$ cat src/rtl/time_edit.sv
// Interactive hh:mm:ss editor: loads the running time, steps fields from five buttons
// with auto-repeat, commits on CENTER, or restores the loaded value after an idle timeout.
module time_edit #(
    parameter int REPEAT_DELAY  = 50,
    parameter int REPEAT_PERIOD = 10,
    parameter int TIMEOUT       = 3000
) (
    input  logic        CLK,
    input  logic        RESETN,
    input  logic        TICK,
    input  logic        ACTIVE,
    input  logic [4:0]  BUTTONS,
    input  logic [17:0] CLOCK_DATA,
    input  logic        MODE_12H,
    output logic [17:0] TIME_SETDATA,
    output logic        TIME_SET_FLAG,
    output logic        CANCEL_FLAG,
    output logic [2:0]  CURSOR,
    output logic        EDITING,
    output logic        PM
);
    localparam logic [4:0] C_RIGHT  = 5'b00001;
    localparam logic [4:0] C_LEFT   = 5'b00010;
    localparam logic [4:0] C_CENTER = 5'b00100;
    localparam logic [4:0] C_UP     = 5'b01000;
    localparam logic [4:0] C_DOWN   = 5'b10000;

    localparam int RMAX = (REPEAT_DELAY > REPEAT_PERIOD) ? REPEAT_DELAY : REPEAT_PERIOD;
    localparam int RW   = $clog2(RMAX + 1);
    localparam int TW   = $clog2(TIMEOUT + 1);
    localparam logic [RW-1:0] C_DELAY_M1  = RW'(REPEAT_DELAY - 1);
    localparam logic [RW-1:0] C_PERIOD_M1 = RW'(REPEAT_PERIOD - 1);
    localparam logic [TW-1:0] C_TO_M1     = TW'(TIMEOUT - 1);

    typedef enum logic [1:0] {IDLE, LOAD, EDIT, DONE} state_t;

    state_t        r_state;
    state_t        w_state_next;
    logic [17:0]   r_work;
    logic [17:0]   w_work_next;
    logic [17:0]   r_shadow;
    logic [17:0]   w_shadow_next;
    logic [2:0]    r_cursor;
    logic [2:0]    w_cursor_next;
    logic [2:0]    w_cur_eff;
    logic [2:0]    w_cur_max;
    logic [4:0]    r_btn_prev;
    logic [4:0]    w_rise;
    logic          w_changed;
    logic          w_hold;
    logic [RW-1:0] r_rep_cnt;
    logic [RW-1:0] w_rep_cnt_next;
    logic          r_rep_phase;
    logic          w_rep_phase_next;
    logic          w_rep_fire;
    logic [TW-1:0] r_to_cnt;
    logic [TW-1:0] w_to_cnt_next;
    logic          w_expire;
    logic          w_step_en;
    logic          w_step_up;
    logic [17:0]   w_stepped;
    logic          w_set;
    logic          w_cancel;
    logic          r_set_flag;
    logic          r_cancel_flag;
    logic          r_editing;
    logic          r_pm;

    // Add or subtract 1 or 10 modulo 60 without leaving 0..59 at any point.
    function automatic logic [5:0] f_mod60(input logic [5:0] v, input logic up,
                                          input logic [5:0] step);
        logic [5:0] r;
        if (up)
            r = (v >= 6'd60 - step) ? v - (6'd60 - step) : v + step;
        else
            r = (v < step) ? v + (6'd60 - step) : v - step;
        return r;
    endfunction

    // In 12-hour mode the hour wraps inside its own half (0..11 or 12..23).
    function automatic logic [5:0] f_hour(input logic [5:0] h, input logic up, input logic m12);
        logic [5:0] r;
        if (!m12) begin
            if (up) r = (h >= 6'd23) ? 6'd0 : h + 6'd1;
            else    r = (h == 6'd0) ? 6'd23 : h - 6'd1;
        end else if (h < 6'd12) begin
            if (up) r = (h >= 6'd11) ? 6'd0 : h + 6'd1;
            else    r = (h == 6'd0) ? 6'd11 : h - 6'd1;
        end else begin
            if (up) r = (h >= 6'd23) ? 6'd12 : h + 6'd1;
            else    r = (h == 6'd12) ? 6'd23 : h - 6'd1;
        end
        return r;
    endfunction

    function automatic logic [17:0] f_step(input logic [17:0] t, input logic [2:0] cur,
                                           input logic up, input logic m12);
        logic [5:0] h;
        logic [5:0] m;
        logic [5:0] s;
        h = t[17:12];
        m = t[11:6];
        s = t[5:0];
        case (cur)
            3'd0:    s = f_mod60(s, up, 6'd1);
            3'd1:    s = f_mod60(s, up, 6'd10);
            3'd2:    m = f_mod60(m, up, 6'd1);
            3'd3:    m = f_mod60(m, up, 6'd10);
            3'd4:    h = f_hour(h, up, m12);
            3'd5:    h = (h >= 6'd12) ? h - 6'd12 : h + 6'd12;
            default: ;
        endcase
        return {h, m, s};
    endfunction

    always_comb begin
        w_rise    = BUTTONS & ~r_btn_prev;
        w_changed = (BUTTONS != r_btn_prev);
        w_hold    = !w_changed && ((BUTTONS == C_UP) || (BUTTONS == C_DOWN));
        w_cur_max = MODE_12H ? 3'd5 : 3'd4;
        w_cur_eff = (!MODE_12H && (r_cursor > 3'd4)) ? 3'd4 : r_cursor;
    end

    // Auto-repeat: first step after REPEAT_DELAY ticks of an unchanged hold, then every period.
    always_comb begin
        w_rep_cnt_next   = r_rep_cnt;
        w_rep_phase_next = r_rep_phase;
        w_rep_fire       = 1'b0;
        if ((r_state != EDIT) || !w_hold) begin
            w_rep_cnt_next   = '0;
            w_rep_phase_next = 1'b0;
        end else if (TICK) begin
            if (r_rep_cnt == (r_rep_phase ? C_PERIOD_M1 : C_DELAY_M1)) begin
                w_rep_fire       = 1'b1;
                w_rep_cnt_next   = '0;
                w_rep_phase_next = 1'b1;
            end else begin
                w_rep_cnt_next = r_rep_cnt + 1'b1;
            end
        end
    end

    // Any rising activity (even an ignored chord) or repeat step restarts the timeout.
    always_comb begin
        w_to_cnt_next = r_to_cnt;
        w_expire      = 1'b0;
        if (r_state != EDIT) begin
            w_to_cnt_next = '0;
        end else if ((w_rise != 5'b0) || w_rep_fire) begin
            w_to_cnt_next = '0;
        end else if (TICK) begin
            if (r_to_cnt == C_TO_M1) w_expire = 1'b1;
            else                     w_to_cnt_next = r_to_cnt + 1'b1;
        end
    end

    always_comb begin
        w_step_en = (w_rise == C_UP) || (w_rise == C_DOWN) || w_rep_fire;
        w_step_up = (w_rise == C_UP) || (w_rep_fire && (BUTTONS == C_UP));
        w_stepped = f_step(r_work, w_cur_eff, w_step_up, MODE_12H);
    end

    always_comb begin
        w_state_next  = r_state;
        w_work_next   = r_work;
        w_shadow_next = r_shadow;
        w_cursor_next = w_cur_eff;
        w_set         = 1'b0;
        w_cancel      = 1'b0;
        case (r_state)
            IDLE: begin
                if (ACTIVE) w_state_next = LOAD;
            end
            LOAD: begin
                if (!ACTIVE) begin
                    w_state_next = IDLE;
                end else begin
                    w_work_next   = CLOCK_DATA;
                    w_shadow_next = CLOCK_DATA;
                    w_cursor_next = 3'd0;
                    w_state_next  = EDIT;
                end
            end
            EDIT: begin
                if (!ACTIVE) begin
                    w_state_next = IDLE;
                end else if (w_rise == C_CENTER) begin
                    w_set        = 1'b1;
                    w_state_next = DONE;
                end else if (w_rise == C_LEFT) begin
                    w_cursor_next = (w_cur_eff >= w_cur_max) ? 3'd0 : w_cur_eff + 3'd1;
                end else if (w_rise == C_RIGHT) begin
                    w_cursor_next = (w_cur_eff == 3'd0) ? w_cur_max : w_cur_eff - 3'd1;
                end else if (w_step_en) begin
                    w_work_next = w_stepped;
                end else if (w_expire) begin
                    w_cancel     = 1'b1;
                    w_work_next  = r_shadow;
                    w_state_next = DONE;
                end
            end
            DONE: begin
                if (!ACTIVE) w_state_next = IDLE;
            end
            default: w_state_next = IDLE;
        endcase
    end

    always_ff @(posedge CLK or negedge RESETN) begin
        if (!RESETN) begin
            r_state       <= IDLE;
            r_work        <= '0;
            r_shadow      <= '0;
            r_cursor      <= '0;
            r_btn_prev    <= '0;
            r_rep_cnt     <= '0;
            r_rep_phase   <= 1'b0;
            r_to_cnt      <= '0;
            r_set_flag    <= 1'b0;
            r_cancel_flag <= 1'b0;
            r_editing     <= 1'b0;
            r_pm          <= 1'b0;
        end else begin
            r_state       <= w_state_next;
            r_work        <= w_work_next;
            r_shadow      <= w_shadow_next;
            r_cursor      <= w_cursor_next;
            r_btn_prev    <= BUTTONS;
            r_rep_cnt     <= w_rep_cnt_next;
            r_rep_phase   <= w_rep_phase_next;
            r_to_cnt      <= w_to_cnt_next;
            r_set_flag    <= w_set;
            r_cancel_flag <= w_cancel;
            r_editing     <= (w_state_next == EDIT);
            r_pm          <= (w_work_next[17:12] >= 6'd12);
        end
    end

    assign TIME_SETDATA  = r_work;
    assign TIME_SET_FLAG = r_set_flag;
    assign CANCEL_FLAG   = r_cancel_flag;
    assign CURSOR        = r_cursor;
    assign EDITING       = r_editing;
    assign PM            = r_pm;

endmodule

$ cat config.mk
export PLATFORM = sky130hd
export DESIGN_NAME = time_edit
export DESIGN_NICKNAME = d
export VERILOG_FILES = /design/src/rtl/time_edit.sv
export SDC_FILE = /design/constraint.sdc
export NUM_CORES = 1
export LEC_CHECK = 0
export ABC_AREA = 1
export BUFFER_PORTS_ARGS = -buffer_cell sky130_fd_sc_hd__buf_2
export CORE_ASPECT_RATIO = 2
export CORE_MARGIN = 2
export CORE_UTILIZATION = 55
export DETAILED_ROUTE_END_ITERATION = 16
export GPL_ROUTABILITY_DRIVEN = 0
export PLACE_DENSITY = 0.73
export SLEW_MARGIN = 10
export SYNTH_ARGS = -nofsm -noshare
export SYNTH_HDL_FRONTEND = slang
export SYNTH_SLANG_ARGS = --single-unit
$ cat constraint.sdc
create_clock -name CLK -period 3.45 [get_ports CLK]
set_clock_uncertainty 0.1 [all_clocks]
set_input_delay 0.69 -clock CLK [delete_from_list [all_inputs] [get_ports CLK]]
set_output_delay 0.69 -clock CLK [all_outputs]
set_load 0.005 [all_outputs]
# Yosys cells after proc, flatten, opt, wreduce, memory -nomap -nowiden
# Cells that the tools add are included.
# word_totals
reg_bits,69
input_bits,28
output_inout_bits,25
elab_cells,193
# classes
n_addsub,24
order_cmp,15
n_eq_ne,30
n_mux,83
bitwise,2
reduce_logical,25
# op_table
op,n
$mux W6,28
$mux W18,7
$mux W12,4
$pmux W18 S2,1
$pmux W6 S2,3
$add A6 B1 Y6 const B,4
$add A6 B6 Y6 const B,4
$ge A6 B6 Y1 const B,4
$mux W3,8
$sub A6 B6 Y6 const B,4
$mux W1,21
$add A6 B4 Y6 const B,3
$ge A6 B4 Y1 const B,3
$lt A6 B4 Y1 const B,3
$mux W2,9
$sub A6 B1 Y6 const B,3
$sub A6 B4 Y6 const B,3
$reduce_and A8 Y1,2
$add A12 B1 Y12 const B,1
$eq A12 B12 Y1 const B,1
$lt A6 B1 Y1 const B,2
$ne A2 B2 Y1 const B,6
$eq A5 B4 Y1 const B,2
$eq A5 B5 Y1 const B,2
32 further kinds,51

# Depth between registers and ports, before layout
# Gate-level depths: netlist of run 1.
# depth
ltp_word,19
mapped_depth,20
depth_no_buf,19

# Least setup slack after synthesis of run 1
# OpenSTA, ideal clock, no wires.
# synth_path
path_kind,input to register
start,input port MODE_12H
end,register r_pm (netlist: PM)
setup_ns,0.065
arrival_time_ns,2.571
t_required_ns,3.285
setup_slack_ns,0.714
path_stages,17
n_path_buf,1
path_cell_list,buf_2 > inv_1 > a21boi_1 > inv_1 > ha_1 > ha_1 > inv_1 > nand2_1 > nand3_1 > nand2_1 > o21ai_1 > inv_1 > nand2_1 > nand2_1 > a21oi_2 > nand2_1 > nand2_1
# synth_between
elab_chain_cells,12
elab_cells_between_ends,14
cone_classes,order compare: 1; eq/ne: 2; mux: 9; reduce/logical: 2
# synth_lines
item,line,rtl
"start, declared",14,"input logic MODE_12H,"
$logic_not A1 Y1,n/a,
$logic_and A1 B1 Y1,121,w_cur_eff = (!MODE_12H && (r_cursor > 3'd4)) ? 3'd4 : r_cursor;
$mux W3,121,
$eq A3 B3 Y1,104,case (cur)
$pmux W6 S2 *,104,
$mux W18 *,194,end else if (w_step_en) begin
$mux W18 *,192,end else if (w_rise == C_RIGHT) begin
$mux W18 *,190,end else if (w_rise == C_LEFT) begin
$mux W18 *,187,end else if (w_rise == C_CENTER) begin
$mux W18 *,185,if (!ACTIVE) begin
$pmux W18 S2 *,170,case (r_state)
via w_work_next[15],40,logic [17:0] w_work_next;
$ge A6 B4 Y1 *,235,r_pm <= (w_work_next[17:12] >= 6'd12);
"end signal, assigned",235,
"end, declared",67,logic r_pm;
# The timed path passes the listed nets; every way through them passes the cells marked *. The select of a mux whose other input is x is not followed.
# A chain may end at the register's enable or synchronous reset.

# Worst setup path in the final report of run 1
# layout_path
start,register r_cursor[2] (netlist: CURSOR[2])
end,register r_pm (netlist: PM)
# layout_between
elab_chain_cells,12
elab_cells_between_ends,13
cone_classes,order compare: 2; eq/ne: 2; mux: 8; reduce/logical: 1
# layout_lines
item,line,rtl
"start, declared",43,logic [2:0] r_cursor;
"start signal, assigned",227,r_cursor <= w_cursor_next;
$gt A3 B3 Y1,121,
$logic_and A1 B1 Y1,121,
$mux W3 *,121,
$eq A3 B3 Y1,104,
$pmux W6 S2 *,104,
$mux W18 *,194,
$mux W18 *,192,
$mux W18 *,190,
$mux W18 *,187,
$mux W18 *,185,
$pmux W18 S2 *,170,
$ge A6 B4 Y1 *,235,
# Every way passes the cells marked *; elsewhere a longest branch is shown, timed or not. The select of a mux whose other input is x is not followed.

==> metrics.md, run 1 <==
| Metric | Value |
|---|---|
| Pwr dens | between 700 and 800 mW/mm2 |
| Vias in the first global route | 6,303 |
| EDFF count, synth | 0 |
| Crit path max-delay family | compound AO/OA/AOI/OAI gates |
| Final Total Pwr | 4.92 mW |
| N_diodes | 0 |
| Max Cap Viol | 0 |
| Peak supply drop | 0.406 mV |
| Final #Nets | 995 |
| CTS tree | done |
| Post-DP HPWL | 13,800 um |
| Final setup TNS | 0 ns |
| Initial antenna violation count | 0 |
| Count of cell types in the netlist | 51 |
| # port buffers | 52 |
| Num Clock Sinks | 69 |
| Critical-path cell list | inv_1 > o21ai_0 > ha_1 > ha_1 > inv_1 > nand2_1 > nand3_1 > nand2_1 > o22ai_1 > inv_1 > nand2_1 > nand2_1 > nand2_1 > a21oi_1 > nand2_1 |
| Area of the core | 0.0105 mm2 |
| Leak | 3.40 nW |
| Average via count per standard cell | 5.84 |
| Fin. max-slew vios | 0 |
| CTS Hold Bufs | 0 |
| Slowest CP cell | o21ai_0 |
| Yosys reg bits | 69 |
| Via count | 6,246 |
| Unrepaired setup endpoints after global routing | no |
| GR Util All Layers | 31.2% |
| Post-layout min period | slightly below 3 ns |
| Post-synth top area share | 29.1% |
| Clk_lat worst skew | between 0.3 and 0.4 ns |
| Syn_nets | 946 |
| Crit-path max FO | 7 |
| Fin crit share | 85.8% |
| Top cells by area, synth | dfrtp_1 (29%), nand2_1 (15%), ha_1 (8.4%) |
| Crit-path most repeated cell | nand2_1 |
| Final hold vios | 0 |
| Max clock buf depth | 2 |
| Clock H-tree levels | 3 |
| Total grt overflow | 0 |
| Setup bufs post-CTS | 0 |
| WL per Instance | 16.6 um |
| Startpoint types | flop |
| Fmax | roughly 0.34 GHz |
| Number of I/O pins | 53 |
| Initial core utilization | 56.6% |
| Largest net degree at the start of global routing | 33 |
| Normalized max-slew margin | between 50% and 60% |
| Number of CTS-inserted buffers | 9 |
| Setup Crit Path Kind | reg2reg |
| Post-CTS Resized | 0 |
| Post-Syn Instances | 878 |
| First-pass GRT wire length | 28,800 um |
| # rows | 53 |
| Remaining DRCs | 0 |
| DR iter-0 viols | 449 |
| Critical Path RT | 3.57 ns |
| Area Overhead vs Synth | 12.2% |
| Setup violators final | 0 |
| Die X | 77.4 um |
| Most common cell after layout, fill and taps aside | nand2_1 |
| WP data arrival | 3.08 ns |
| Ys Warns | 0 |
| Worst-margin pin slew | a little under 0.7 ns |
| Async S/R FF share, synth | 100% |
| Share of cells above drive strength 1 | 13.6% |
| CP bufs+invs | 3 |
| CP peak stage delay | 0.52 ns |
| Sequential-to-total area share from yosys stat | around 29% |
| Yosys top cell by area | dfrtp_1 |
| Most used DFF post-synth | dfrtp_1 |
| Number of antenna-violating nets in the routed design | 0 |
| Die ar. | 0.0117 mm2 |
| Worst hold path class | in2async |
| Clock Pin Slew Worst Setup and Hold Paths | 0.06 ns |
| Total Wirelength | 17,800 um |
| Status | complete, no violations |
| Commonest cells after routing, fill and taps aside | nand2_1 (237), inv_1 (108), dfrtp_1 (69), nor2_1 (69), nand3_1 (66) |
| DRT Pass-1 Iters | 7 |
| Root Buffer | clkbuf_16 |
| Synth Area per Inst | 6.76 um2 |
| Synthesized area | 0.00593 mm2 |
| Die span in y | 151 um |
| CP Capture Type | flop |
-- sequential cells by signal, indices dropped and copies added (netlist names) --
register and cells:
TIME_SET_FLAG 1, r_rep_cnt 6, EDITING 1, r_to_cnt 12
r_btn_prev 5, CURSOR 3, r_state 2, r_shadow 18
PM 1, CANCEL_FLAG 1, TIME_SETDATA 18, r_rep_phase 1
-- per-stage QoR --
| step | util, % | area (um2) | hold slack [ns] | cells | worst slack, ns |
|---|---|---|---|---|---|
| 6_report | 63.5 | 6660 | 0.244 | 1069 | 0.490 |
| 3_3_place_gp | 60.2 | 6310 | 0.366 | 1053 | 0.374 |
| 3_5_place_dp | 60.2 | 6310 | 0.368 | 1053 | 0.350 |
| 2_1_floorplan | - | 5930 | 0.294 | 878 | 0.714 |
| 4_1_cts | 63.5 | 6660 | 0.255 | 1069 | 0.547 |
| 5_1_grt | 63.5 | 6660 | 0.274 | 1069 | 0.232 |
-- metal layers --
metal	routed length [um]	share of wire [%]	vias to the layer above	global-route usage, %
met5	0	0	-	0
met4	1180	6.6	0	22.8
met3	859	4.8	98	3.58
met2	9720	55	291	60.7
met1	6020	34	2886	29.3
li1	-	-	2971	-
-- synthesized netlist by cell type, types with 2 or more instances --
library cell	number
nand2_1	237
inv_1	108
dfrtp_1	69
nor2_1	69
nand3_1	66
o21ai_0	61
a21oi_1	47
ha_1	40
o21ai_1	21
xor2_1	20
o211ai_1	14
nand4_1	11
buf_2	10
inv_2	10
nor3_1	9
clkbuf_1	8
nand3_2	8
or2_2	6
a31oi_1	5
nand2_2	5
nor2_2	4
nor2_4	4
o21a_1	4
o22ai_1	4
nor3_2	3
a21boi_0	2
a21boi_1	2
a21o_1	2
buf_6	2
nand2_4	2
nand4_2	2
o2111ai_1	2
o21bai_1	2
o221a_2	2
-- logic make-up (layout without fill, tap and decap cells) --
family,count (synthesis),count (layout),share of synthesized area (%)
simple gates,430,430,32.7
fa+ha+maj,40,40,8.44
compound gates,178,178,17.3
xor+xnor,20,20,2.95
buf+inv,141,195,9.47
flops,69,69,29.1
-- worst reg2reg max path: stages (launching register included) --
cell and delay (ns):
dfrtp_1 0.46, inv_1 0.19, o21ai_0 0.52, ha_1 0.33
ha_1 0.33, inv_1 0.11, nand2_1 0.10, nand3_1 0.08
nand2_1 0.14, o22ai_1 0.09, inv_1 0.06, nand2_1 0.05
nand2_1 0.07, nand2_1 0.05, a21oi_1 0.12, nand2_1 0.07
-- final timing paths --
| check | from | endpoint | slack, ns | depth (start not counted) |
|---|---|---|---|---|
| setup / recovery | CURSOR[2]$_DFF_PN0_ | PM$_DFF_PN0_ | 0.49 | 15 |
| setup reg to reg | CURSOR[2]$_DFF_PN0_ | PM$_DFF_PN0_ | 0.49 | 15 |
| hold reg to reg | r_shadow[7]$_DFFE_PN0P_ | r_shadow[7]$_DFFE_PN0P_ | 0.38 | 2 |
| hold / removal | RESETN | r_shadow[17]$_DFFE_PN0P_ | 0.24 | 1 |
| max in group asynchronous | RESETN | r_shadow[4]$_DFFE_PN0P_ | 2.25 | 2 |
| min in group CLK | r_shadow[7]$_DFFE_PN0P_ | r_shadow[7]$_DFFE_PN0P_ | 0.38 | 2 |
-- cell type report --
cell class | count | area (um2)
sequential | 69 | 1730
timing repair buffer | 59 | 313
multi-input combinational | 668 | 3640
inverter | 120 | 452
tap | 137 | 171
fill | 1014 | 3820
clock inverter | 6 | 110
clock buffer | 10 | 239
-- where the power goes --
part | internal (mW) | leakage, nW | switching [mW] | total [mW]
Clock | 0.724 | 0.165 | 0.361 | 1.09
Sequential | 1.03 | 0.900 | 0.296 | 1.32
Combinational | 0.884 | 2.33 | 1.63 | 2.51
Total | 2.63 | 3.40 | 2.28 | 4.92
(Power assumes the default switching activity.)
==> run 2, diff against run 1 <==
- CORE_MARGIN: 2 -> not set
- clock period: 3.45 -> 3.85 ns (I/O delays scaled with it)
==> metrics.md, run 2 (synthesis results as in run 1) <==
| Metric | Value |
|---|---|
| Number of CTS-inserted buffers | 9 (unchanged) |
| Slowest CP cell | dfrtp_1 |
| RR Startpoint | TIME_SETDATA[12]$_DFF_PN0_ |
| # port buffers | 52 (unchanged) |
| CTS Hold Bufs | 0 (unchanged) |
| Vias in the first global route | 6,241 (-0.98%) |
| Number of I/O pins | 53 (unchanged) |
| Setup violators final | 0 (unchanged) |
| Number of antenna-violating nets in the routed design | 0 (unchanged) |
| Num Clock Sinks | 69 (unchanged) |
| DRT Pass-1 Iters | 5 (-2) |
| CP Capture Type | flop |
| Setup bufs post-CTS | 0 (unchanged) |
| Minimum hold slack | 0.247 ns (+0.00341 ns) |
| WL per Instance | 16.6 um (about the same) |
| R2R Setup Slk | 0.76 ns (+0.27 ns) |
| Remaining DRCs | 0 (unchanged) |
| Unrepaired setup endpoints after global routing | no |
| Most common cell after layout, fill and taps aside | nand2_1 |
| Dpl ws | 0.574 ns (+0.224 ns) |
| Largest net degree at the start of global routing | 57 (+73%) |
| Fin. max-slew vios | 0 (unchanged) |
| Via count | 6,281 (+0.56%) |
| Clock H-tree levels | 3 (unchanged) |
| Commonest cells after routing, fill and taps aside | nand2_1 (237), inv_1 (108), dfrtp_1 (69), nor2_1 (69), nand3_1 (66) |
| Normalized max-slew margin | 50.6% (-4.0 points) |
| Post-DP HPWL | 13,500 um (-2.1%) |
| Max Cap Viol | 0 (unchanged) |
| CTS tree | done |
| Post-layout min period | 3.09 ns (+0.134 ns) |
| Fin crit share | 80.4% (-5.4 points) |
| Startpoint types | flop |
| Final Total Pwr | 4.23 mW (-14%) |
| Area Overhead vs Synth | 10.8% |
| CP peak stage delay | 0.51 ns (about the same) |
| Area of the core | 0.0105 mm2 (unchanged) |
| Crit-path max FO | 9 (+2) |
| Critical-path cell list | clkinv_1 > ha_1 > nand2_1 > nor2_1 > nand2_1 > a21oi_1 > nand3_1 > nand3_1 > nand2_1 > nand2_1 > nand2_1 > nand2_1 > nand3_1 > nand2_1 > inv_2 > nand2_1 > nand2_1 |
| Crit-path most repeated cell | nand2_1 |
| Setup Crit Path Kind | reg2reg |
| PnR worst setup slack | 0.756 ns (+0.266 ns) |
| Total Wirelength | 17,800 um (-0.12%) |
| Initial antenna violation count | 0 (unchanged) |
| Status | complete, no violations |
| Post-route cell area | 0.00657 mm2 (-1.3%) |
| CP Launch Point | TIME_SETDATA[12]$_DFF_PN0_ |
| Total grt overflow | 0 (unchanged) |
| DR iter-0 viols | 342 (-24%) |
| Die span in y | 149 um (-1.3%) |
| WP data arrival | 3.22 ns (+0.14 ns) |
| Clk_lat worst skew | 0.34 ns (about the same) |
| Average via count per standard cell | 5.89 (+0.75%) |
| Final hold vios | 0 (unchanged) |
| Leak | 3.36 nW (-1.1%) |
| Root Buffer | clkbuf_16 |
| Pwr dens | 643 mW/mm2 (-13%) |
| Share of cells above drive strength 1 | 13.3% (-0.29 points) |
| Die ar. | 0.0112 mm2 (-3.9%) |
| Fmax | 0.323 GHz (-4.3%) |
| Worst hold path class | in2async |
| Worst-margin pin slew | 0.742 ns (+0.0634 ns) |
| Final setup TNS | 0 ns (unchanged) |
| Post-CTS Resized | 0 (unchanged) |
| Critical Path RT | 3.97 ns (+0.40 ns) |
| Max clock buf depth | 2 (unchanged) |
| GR Util All Layers | 33.9% (+2.7 points) |
| N_diodes | 0 (unchanged) |
| Die X | 75.4 um (-2.6%) |
| Initial core utilization | 56.6% (unchanged) |
| # rows | 53 (unchanged) |
| Placed cell areas | 0.00629 mm2 (-0.24%) |
| Peak supply drop | 0.405 mV (-0.26%) |
| Clock Pin Slew Worst Setup and Hold Paths | 0.05 ns (about the same) |
| First-pass GRT wire length | 28,600 um (-0.77%) |
| Final #Nets | 993 (-0.20%) |
run 2: cell types whose count changed in the layout (fill, tap and decap cells not counted), sizes merged:
cell and change:
clkinvlp -1, clkbuf +2, buf -2, bufinv -3, clkinv +2
run 2: layout make-up:
type	count	area, um2
timing repair buffer	57	298
sequential	69	1730
inverter	120	452
clock buffer	12	256
fill	1037	3910
tap	137	171
multi-input combinational	668	3640
clock inverter	4	22.5
run 2: report_power, final:
| part | total [mW] | switching (mW) | internal [mW] |
|---|---|---|---|
| clock | 0.780 | 0.312 | 0.468 |
| sequential | 1.19 | 0.267 | 0.919 |
| combinational | 2.26 | 1.47 | 0.791 |
| total | 4.23 | 2.05 | 2.18 |
run 2: metrics by stage:
stage	util [%]	instances
after detailed placement	60.0	1051
after CTS	62.7	1067
after floorplan	-	878
after global placement	60.0	1051
final	62.7	1067
after global routing	62.7	1067
run 2: routing by layer:
layer  global-route usage [%]  up-vias  wire length [um]
met5                        0        -                 0
met4                     24.7        0              1300
met3                     5.34       97               850
met2                     61.3      284              9510
met1                     32.8     2929              6090
li1                         -     2971                 -
run 2: worst max-delay path: cells and delay by family (launching register included):
kind	cells	cell delay, ns
AND/OR/NAND/NOR	13	1.29
adder cells (fa/ha/maj)	1	0.37
flip-flops	1	0.51
buffers and inverters	2	0.30
AO/OA/AOI/OAI	1	0.41
run 2: final timing paths:
check / to / cells past startpoint
worst max-delay path: PM$_DFF_PN0_ / 17
worst min-delay path: TIME_SETDATA[12]$_DFF_PN0_ / 1
worst max register to register: PM$_DFF_PN0_ / 17
worst min register to register: r_shadow[7]$_DFFE_PN0P_ / 2
max in group asynchronous: r_rep_cnt[5]$_DFFE_PN0P_ / 2
min in group CLK: r_shadow[7]$_DFFE_PN0P_ / 2
